--- src/rtl/flux_frame_sequencer.sv ---
// Control front-end for the spectral-flux datapath: re-times the magnitude stream
// into per-bin strobes, sequences end-of-frame and qualifies beat pulses.
module flux_frame_sequencer #(
    parameter int N              = 1024,
    parameter int W              = 32,
    parameter int BIN_W          = 10,
    parameter int PIPE_LAT       = 3,
    parameter int WARMUP_FRAMES  = 32,
    parameter int REFRACT_FRAMES = 8,
    parameter int TIMEOUT        = 15,
    parameter int FC_W           = 16
) (
    input  logic             clk,
    input  logic             reset,
    input  logic             in_valid,
    output logic             in_ready,
    input  logic [W-1:0]     in_mag,
    input  logic             in_last,
    output logic             mag_valid,
    output logic [W-1:0]     mag_sq,
    output logic [BIN_W-1:0] bin_index,
    output logic             frame_done,
    input  logic             flux_valid,
    input  logic             beat_valid_in,
    output logic             beat_out,
    output logic [FC_W-1:0]  frame_count,
    output logic             warm,
    output logic             err_short,
    output logic             err_long,
    output logic             err_timeout,
    output logic             busy,
    output logic [1:0]       fsm_state
);

    localparam int DW = (PIPE_LAT > 1) ? $clog2(PIPE_LAT) : 1;
    localparam int TW = (TIMEOUT > 1) ? $clog2(TIMEOUT) : 1;
    localparam int RW = (REFRACT_FRAMES > 0) ? $clog2(REFRACT_FRAMES + 1) : 1;

    typedef enum logic [1:0] {IDLE, STREAM, DRAIN, WAIT_FLUX} state_t;

    state_t            state;
    state_t            state_next;
    logic [BIN_W-1:0]  bin_cnt;
    logic [DW-1:0]     drain_cnt;
    logic [TW-1:0]     timer;
    logic [RW-1:0]     refract;

    logic              xfer;
    logic              at_last_bin;
    logic              frame_end;
    logic              drain_done;
    logic              flux_take;
    logic              timeout_hit;
    logic [FC_W-1:0]   count_inc;
    logic              warm_next;
    logic              beat_next;

    // Handshake: a bin moves when in_valid and in_ready are both high at a rising edge;
    // in_ready is registered and only ever high in IDLE/STREAM.
    always_comb begin
        state_next  = state;
        xfer        = in_valid & in_ready & ((state == IDLE) | (state == STREAM));
        at_last_bin = (bin_cnt == BIN_W'(N - 1));
        frame_end   = xfer & (at_last_bin | in_last);
        drain_done  = (state == DRAIN) & (drain_cnt == DW'(PIPE_LAT - 1));
        flux_take   = (state == WAIT_FLUX) & flux_valid;
        timeout_hit = (state == WAIT_FLUX) & ~flux_valid & (timer == TW'(TIMEOUT - 1));
        count_inc   = (frame_count == '1) ? frame_count : frame_count + FC_W'(1);
        warm_next   = (count_inc >= FC_W'(WARMUP_FRAMES));
        beat_next   = flux_take & beat_valid_in & warm_next & (refract == '0);

        case (state)
            IDLE:      if (xfer) state_next = frame_end ? DRAIN : STREAM;
            STREAM:    if (frame_end) state_next = DRAIN;
            DRAIN:     if (drain_done) state_next = WAIT_FLUX;
            WAIT_FLUX: if (flux_take | timeout_hit) state_next = IDLE;
            default:   state_next = IDLE;
        endcase
    end

    always_ff @(posedge clk or negedge reset) begin
        if (!reset) state <= IDLE;
        else        state <= state_next;
    end

    always_ff @(posedge clk or negedge reset) begin
        if (!reset) begin
            in_ready    <= 1'b0;
            mag_valid   <= 1'b0;
            mag_sq      <= '0;
            bin_index   <= '0;
            bin_cnt     <= '0;
            drain_cnt   <= '0;
            timer       <= '0;
            refract     <= '0;
            frame_done  <= 1'b0;
            beat_out    <= 1'b0;
            frame_count <= '0;
            warm        <= 1'b0;
            err_short   <= 1'b0;
            err_long    <= 1'b0;
            err_timeout <= 1'b0;
        end else begin
            in_ready  <= (state_next == IDLE) | (state_next == STREAM);
            mag_valid <= xfer;
            if (xfer) begin
                mag_sq    <= in_mag;
                bin_index <= bin_cnt;
            end

            if (frame_end)  bin_cnt <= '0;
            else if (xfer)  bin_cnt <= bin_cnt + BIN_W'(1);

            if (frame_end & at_last_bin & ~in_last) err_long  <= 1'b1;
            if (frame_end & ~at_last_bin)           err_short <= 1'b1;

            // Drain counts from the first cycle mag_valid is no longer the final strobe.
            drain_cnt  <= ((state == DRAIN) & ~drain_done) ? drain_cnt + DW'(1) : '0;
            frame_done <= drain_done;

            timer <= ((state == WAIT_FLUX) & (state_next == WAIT_FLUX)) ? timer + TW'(1) : '0;
            if (timeout_hit) err_timeout <= 1'b1;

            beat_out <= beat_next;
            if (flux_take) begin
                frame_count <= count_inc;
                warm        <= warm_next;
                if (beat_next)            refract <= RW'(REFRACT_FRAMES);
                else if (refract != '0)   refract <= refract - RW'(1);
            end
        end
    end

    assign busy      = (state != IDLE);
    assign fsm_state = state;

endmodule

--- config.mk ---
export PLATFORM = sky130hd
export DESIGN_NAME = flux_frame_sequencer
export DESIGN_NICKNAME = d
export VERILOG_FILES = /design/src/rtl/flux_frame_sequencer.sv
export SDC_FILE = /design/constraint.sdc
export NUM_CORES = 1
export LEC_CHECK = 0
export CAP_MARGIN = 0
export CORE_MARGIN = 2
export CORE_UTILIZATION = 48
export DETAILED_ROUTE_END_ITERATION = 12
export HOLD_SLACK_MARGIN = 0.05
export PLACE_DENSITY = 0.8
export SYNTH_ARGS = -nofsm -noshare
export SYNTH_HDL_FRONTEND = slang
export SYNTH_SLANG_ARGS = --single-unit
export TNS_END_PERCENT = 20
--- constraint.sdc ---
create_clock -name clk -period 2.1 [get_ports clk]
set_input_delay 0.63 -clock clk [delete_from_list [all_inputs] [get_ports clk]]
set_output_delay 0.63 -clock clk [all_outputs]
set_load 0.1 [all_outputs]
; Yosys cells after proc, flatten, opt, wreduce, memory -nomap -nowiden
; Index checks and enable logic that the tools add are counted.
[word_totals]
inputBits = 38
mem_bits_ro = 0
ramBits = 0
regBits = 88
output_inout_bits = 69
latchBits = 0
mem_count = 0
[classes]
shifts = 0
multipliers = 0
reduce_logical = 8
order_cmp = 1
eq_ne = 9
mux = 13
n_div = 0
n_bitwise = 23
n_addsub = 5
[ops]
columns = op, count
row1 = 10-bit two-way mux, 2
row2 = 16-bit by 1-bit adder with 16-bit output (second input constant), 1
row3 = 16-bit == test (second input constant), 1
row4 = 16-bit by 6-bit >= comparator with 1-bit output (second input constant), 1
row5 = 16-bit two-way mux, 1
row6 = 1-bit AND, 15
row7 = 2-bit two-way mux, 6
row8 = 4-bit two-way mux, 3
row9 = 10-bit by 1-bit adder with 10-bit output (second input constant), 1
row10 = 10-bit == test (second input constant), 1
row11 = 2-bit == test (second input constant), 4
row12 = 2-bit case mux with 4 select lines, 1
row13 = 2-bit nonzero test, 3
row14 = 4-bit by 1-bit adder with 4-bit output (second input constant), 1
row15 = 2-bit by 1-bit == test with 1-bit output (second input constant), 2
row16 = 4-bit == test (second input constant), 1
row17 = 2-bit logical NOT, 2
row18 = 4-bit logical NOT, 1
row19 = 1-bit NOT, 4
row20 = 1-bit OR, 4
row21 = 4-bit nonzero test, 1
row22 = 4-bit by 1-bit subtractor with 4-bit output (second input constant), 1
row23 = 2-bit by 1-bit adder with 2-bit output (second input constant), 1
row24 = 2-bit AND reduction, 1

; Logic depth before layout (Yosys ltp)
[logic_depth]
depth_word = 10
depth_mapped = 8

; Worst setup path after synthesis
; Ideal clock, no wire load.
[synth_timing]
path_kind = flip-flop to flip-flop
startpoint = register frame_count[2]
endpoint = register refract[1]
path_stages_with_launch = 7
setup_slack_ps = -566
path_buffers = 0
required_ps = 1976
arrival_time_ps = 2542
cell_sequence = dfrtp_1 -> nand4_1 -> nor2_2 -> mux2_1 -> o2111a_1 -> and3_4 -> o31a_1
[synth_via]
elab_chain_len = 7
elab_cells_between_ends = 9
[synth_lines]
columns = element, line_no
row1 = from (decl), 26  ; output logic [FC_W-1:0] frame_count,
row2 = from (signal assigned), 126  ; frame_count <= count_inc;
row3 = 16-bit by 1-bit adder with 16-bit output or 16-bit == test (tied branches), 68  ; count_inc = (frame_count == '1) ? frame_count : frame_count + FC_W'(1);
row4 = 16-bit two-way mux (*), 68
row5 = 16-bit by 6-bit >= comparator with 1-bit output (*), 69  ; warm_next = (count_inc >= FC_W'(WARMUP_FRAMES));
row6 = 1-bit AND (*) (2 in a row), 70  ; beat_next = flux_take & beat_valid_in & warm_next & (refract == '0);
row7 = 2-bit nonzero test (no line), -
row8 = 2-bit AND reduction (no line), -
row9 = to (signal assigned), 128  ; if (beat_next) refract <= RW'(REFRACT_FRAMES);
row10 = to (signal assigned), 129  ; else if (refract != '0) refract <= refract - RW'(1);
row11 = to (decl), 46  ; logic [RW-1:0] refract;
; Mark *: on every way between the ends. The rest lies on a longest branch, timed or not.
; A chain may end at the register's enable or synchronous reset.

; Final worst setup path
[layout_timing]
startpoint = register frame_count[1]
endpoint = register refract[1]
; Same word-level chain as after synthesis.

==> run_results.csv <==
group,metric,value,unit
detailed_routing,firstDrtPassIters,4,
clocking,clk_pin_slew,0.09,ns
clocking,tritoncts,"yes",
timing,max_freq,0.482,GHz
cells_and_area,nNetsFinal,589,
floorplanning,die_w,95.2,µm
cells_and_area,final_common_cell,"nand2_1",
detailed_routing,drc_errors,0,
grt,grt_usage,0.242,
synthesis,netlist_area,3990,µm²
flow_run,maxCapViolCount,0,
synthesis,synth-edff-count,0,
clocking,cts.path.max_buffers,2,
critical_path,cp-end-kind,"flip-flop",
synthesis,synth_nets,475,
pwr,p_total,9.64,mW
floorplanning,initial_utilization,0.491,
clocking,cts_root_buf,"clkbuf_8",
critical_path,reg2reg_depth,7,
timing,tightest_slew,0.489,ns
clocking,cts_resized,0,
floorplanning,die_area,9060,µm²
grt,grt_pass1_vias,3689,
synthesis,synthDistinctLibCells,48,
detailed_routing,drtIter0Drc,149,
detailed_routing,drt_wl_total,10200,µm
grt,grt_first_pass_wirelength,17000,µm
timing,fin_crit,2.08,ns
detailed_routing,final_antenna_net_count,0,
floorplanning,ios,107,
clocking,clock_sinks,88,
timing,setup_violations,0,
synthesis,synth.yosys.seq_area_share,0.552,
floorplanning,coreArea,8130,µm²
synthesis,async_reset_ff_frac,1.00,
placed_design,port-buffer-count,106,
detailed_routing,avgViaCountPerCell,5.49,
cells_and_area,instances_no_fill,655,
placed_design,place_ws,-0.239,ns
timing,final_hold_viol_count,0,
placed_design,dp_hpwl,7490,µm
critical_path,cp-start-kind,"flip-flop",
pwr,p_per_area,1570,nW/µm²
cells_and_area,antenna_cells,0,
timing,fin_tns_setup,0,ns
timing,fin_crit_sh,0.989,
critical_path,required,2.35,ns
floorplanning,die_height,95.2,µm
pwr,vdd_drop_max,1.29,mV
cells_and_area,final_cell_mix,"nand2_1, dfrtp_1, buf_12, clkdlybuf4s50_1, buf_4",
grt,grt_antenna_before_repair,0,
placed_design,dp.cells,639,
timing,timing.final.ws_setup,0.0234,ns
floorplanning,rows,33,
cells_and_area,drive_above_1_share,0.244,
grt,grt_overflow,0,
clocking,cts_htree_levels,3,
synthesis,ys.warnings.count,0,
synthesis,synth-seq-cells,88,
synthesis,syn_avg_cell_area,9.26,µm²
placed_design,globalplace.congestion,0.877,
timing,rsz0062_at_grt,"no",
clocking,cts_made_buffers,9,
outcome,outcome,"completed",
pwr,p_leak,2.85,nW
synthesis,ys.flop_type,"dfrtp_1",
worst_hold_path,hp-class,"input pin to asynchronous set/reset pin",
detailed_routing,via_count,3593,
clocking,clk_latency,0.35,ns
clocking,ctsHoldBuffers,0,
critical_path,worst-path-max-fanout,6,
critical_path,crit_type,"flip-flop to flip-flop",
cells_and_area,area_delta_synth_final,54.1,%
timing,clock_skew,0.00857,ns
critical_path,arrival,2.32,ns
timing,hold_slack,0.172,ns
detailed_routing,routedWlPerCell,15.5,µm
grt,grt_max_degree,50,
timing,slew_headroom,0.674,
synthesis,netlist_instances,431,
clocking,cts_setup_buffers,0,
timing,drv_slew,0,
-- synth_stat cells, drive strengths merged (2+ instances only) --
cell	n	area, µm²
nand2b	4	25.0
nor2	19	76.3
or3	3	18.8
clkbuf	9	35.0
xnor2	10	87.6
mux2	4	45.0
nor4	3	33.8
a41o	2	20.0
xor2	6	52.6
and3	7	48.8
o221ai	2	17.5
mux2i	3	30.0
o31a	3	26.3
nand4	12	96.3
o21a	2	15.0
nand2	157	589
o21ai	16	80.1
nand3	17	90.1
nor3	10	50.1
a21oi	5	25.0
o31ai	4	30.0
dfrtp	88	2200
a31oi	2	12.5
and4	4	35.0
buf	12	55.1
inv	11	41.3
or2	2	12.5
ha	6	75.1
-- flip-flops by register name (all words and copies together) (netlist names), 2 cells and up --
register,count
bin_cnt,10
bin_index,10
drain_cnt,2
frame_count,16
fsm_state,2
mag_sq,32
refract,4
timer,4
-- power by group --
group / total (mW) / switching, mW / internal, mW
combinational: 5.79 / 3.84 / 1.95
clock: 1.09 / 0.598 / 0.496
sequential: 2.75 / 0.582 / 2.17
-- through the flow --
step           instance area (µm²)   util
6_report                      6150  0.756
4_1_cts                       6150  0.756
3_3_place_gp                  5970  0.734
2_1_floorplan                 4030      -
3_5_place_dp                  5970  0.734
5_1_grt                       6150  0.756
-- cell families after synthesis --
family / synth area share
flip-flops: 0.552
buffers and inverters: 0.0329
AO/OA/AOI/OAI: 0.0696
adder cells (fa/ha/maj): 0.0188
AND/OR/NAND/NOR: 0.273
multiplexers: 0.0188
XOR/XNOR: 0.0351
-- path summary, 6_finish.rpt --
check	start	to	slack, ns
max	frame_count[1]	refract[1]	0.02
min	reset	frame_count[0]	0.17
max reg2reg	frame_count[1]	refract[1]	0.02
min reg2reg	drain_cnt[0]	drain_cnt[0]	0.45
max in group asynchronous	reset	drain_cnt[1]	1.38
min in group clk	drain_cnt[0]	drain_cnt[0]	0.45
-- worst max-delay path, stage by stage, from the launching register on --
cell and delay (ns):
dfrtp_4 0.46, ha_1 0.21, and3_1 0.30, nand2_1 0.09
o221ai_1 0.20, o21ai_0 0.19, and3_4 0.25, o31a_1 0.27
-- routing by layer --
metal  vias to the layer above  GRT usage  share of wire
li1                       1667          -              -
met1                      1757      0.298           0.40
met2                       140      0.415           0.52
met3                        29     0.0490          0.057
met4                         0     0.0990          0.028
met5                         -          0              0
-- area by class of cell --
class	instances	area [µm²]
Sequential cell	88	2240
Fill cell	497	1980
Timing Repair Buffer	124	1900
Multi-Input combinational cell	311	1660
Clock buffer	12	155
Tap cell	105	131
Inverter	11	41.3
Clock inverter	4	28.8
No activity file was read; power rests on OpenSTA's default activity.
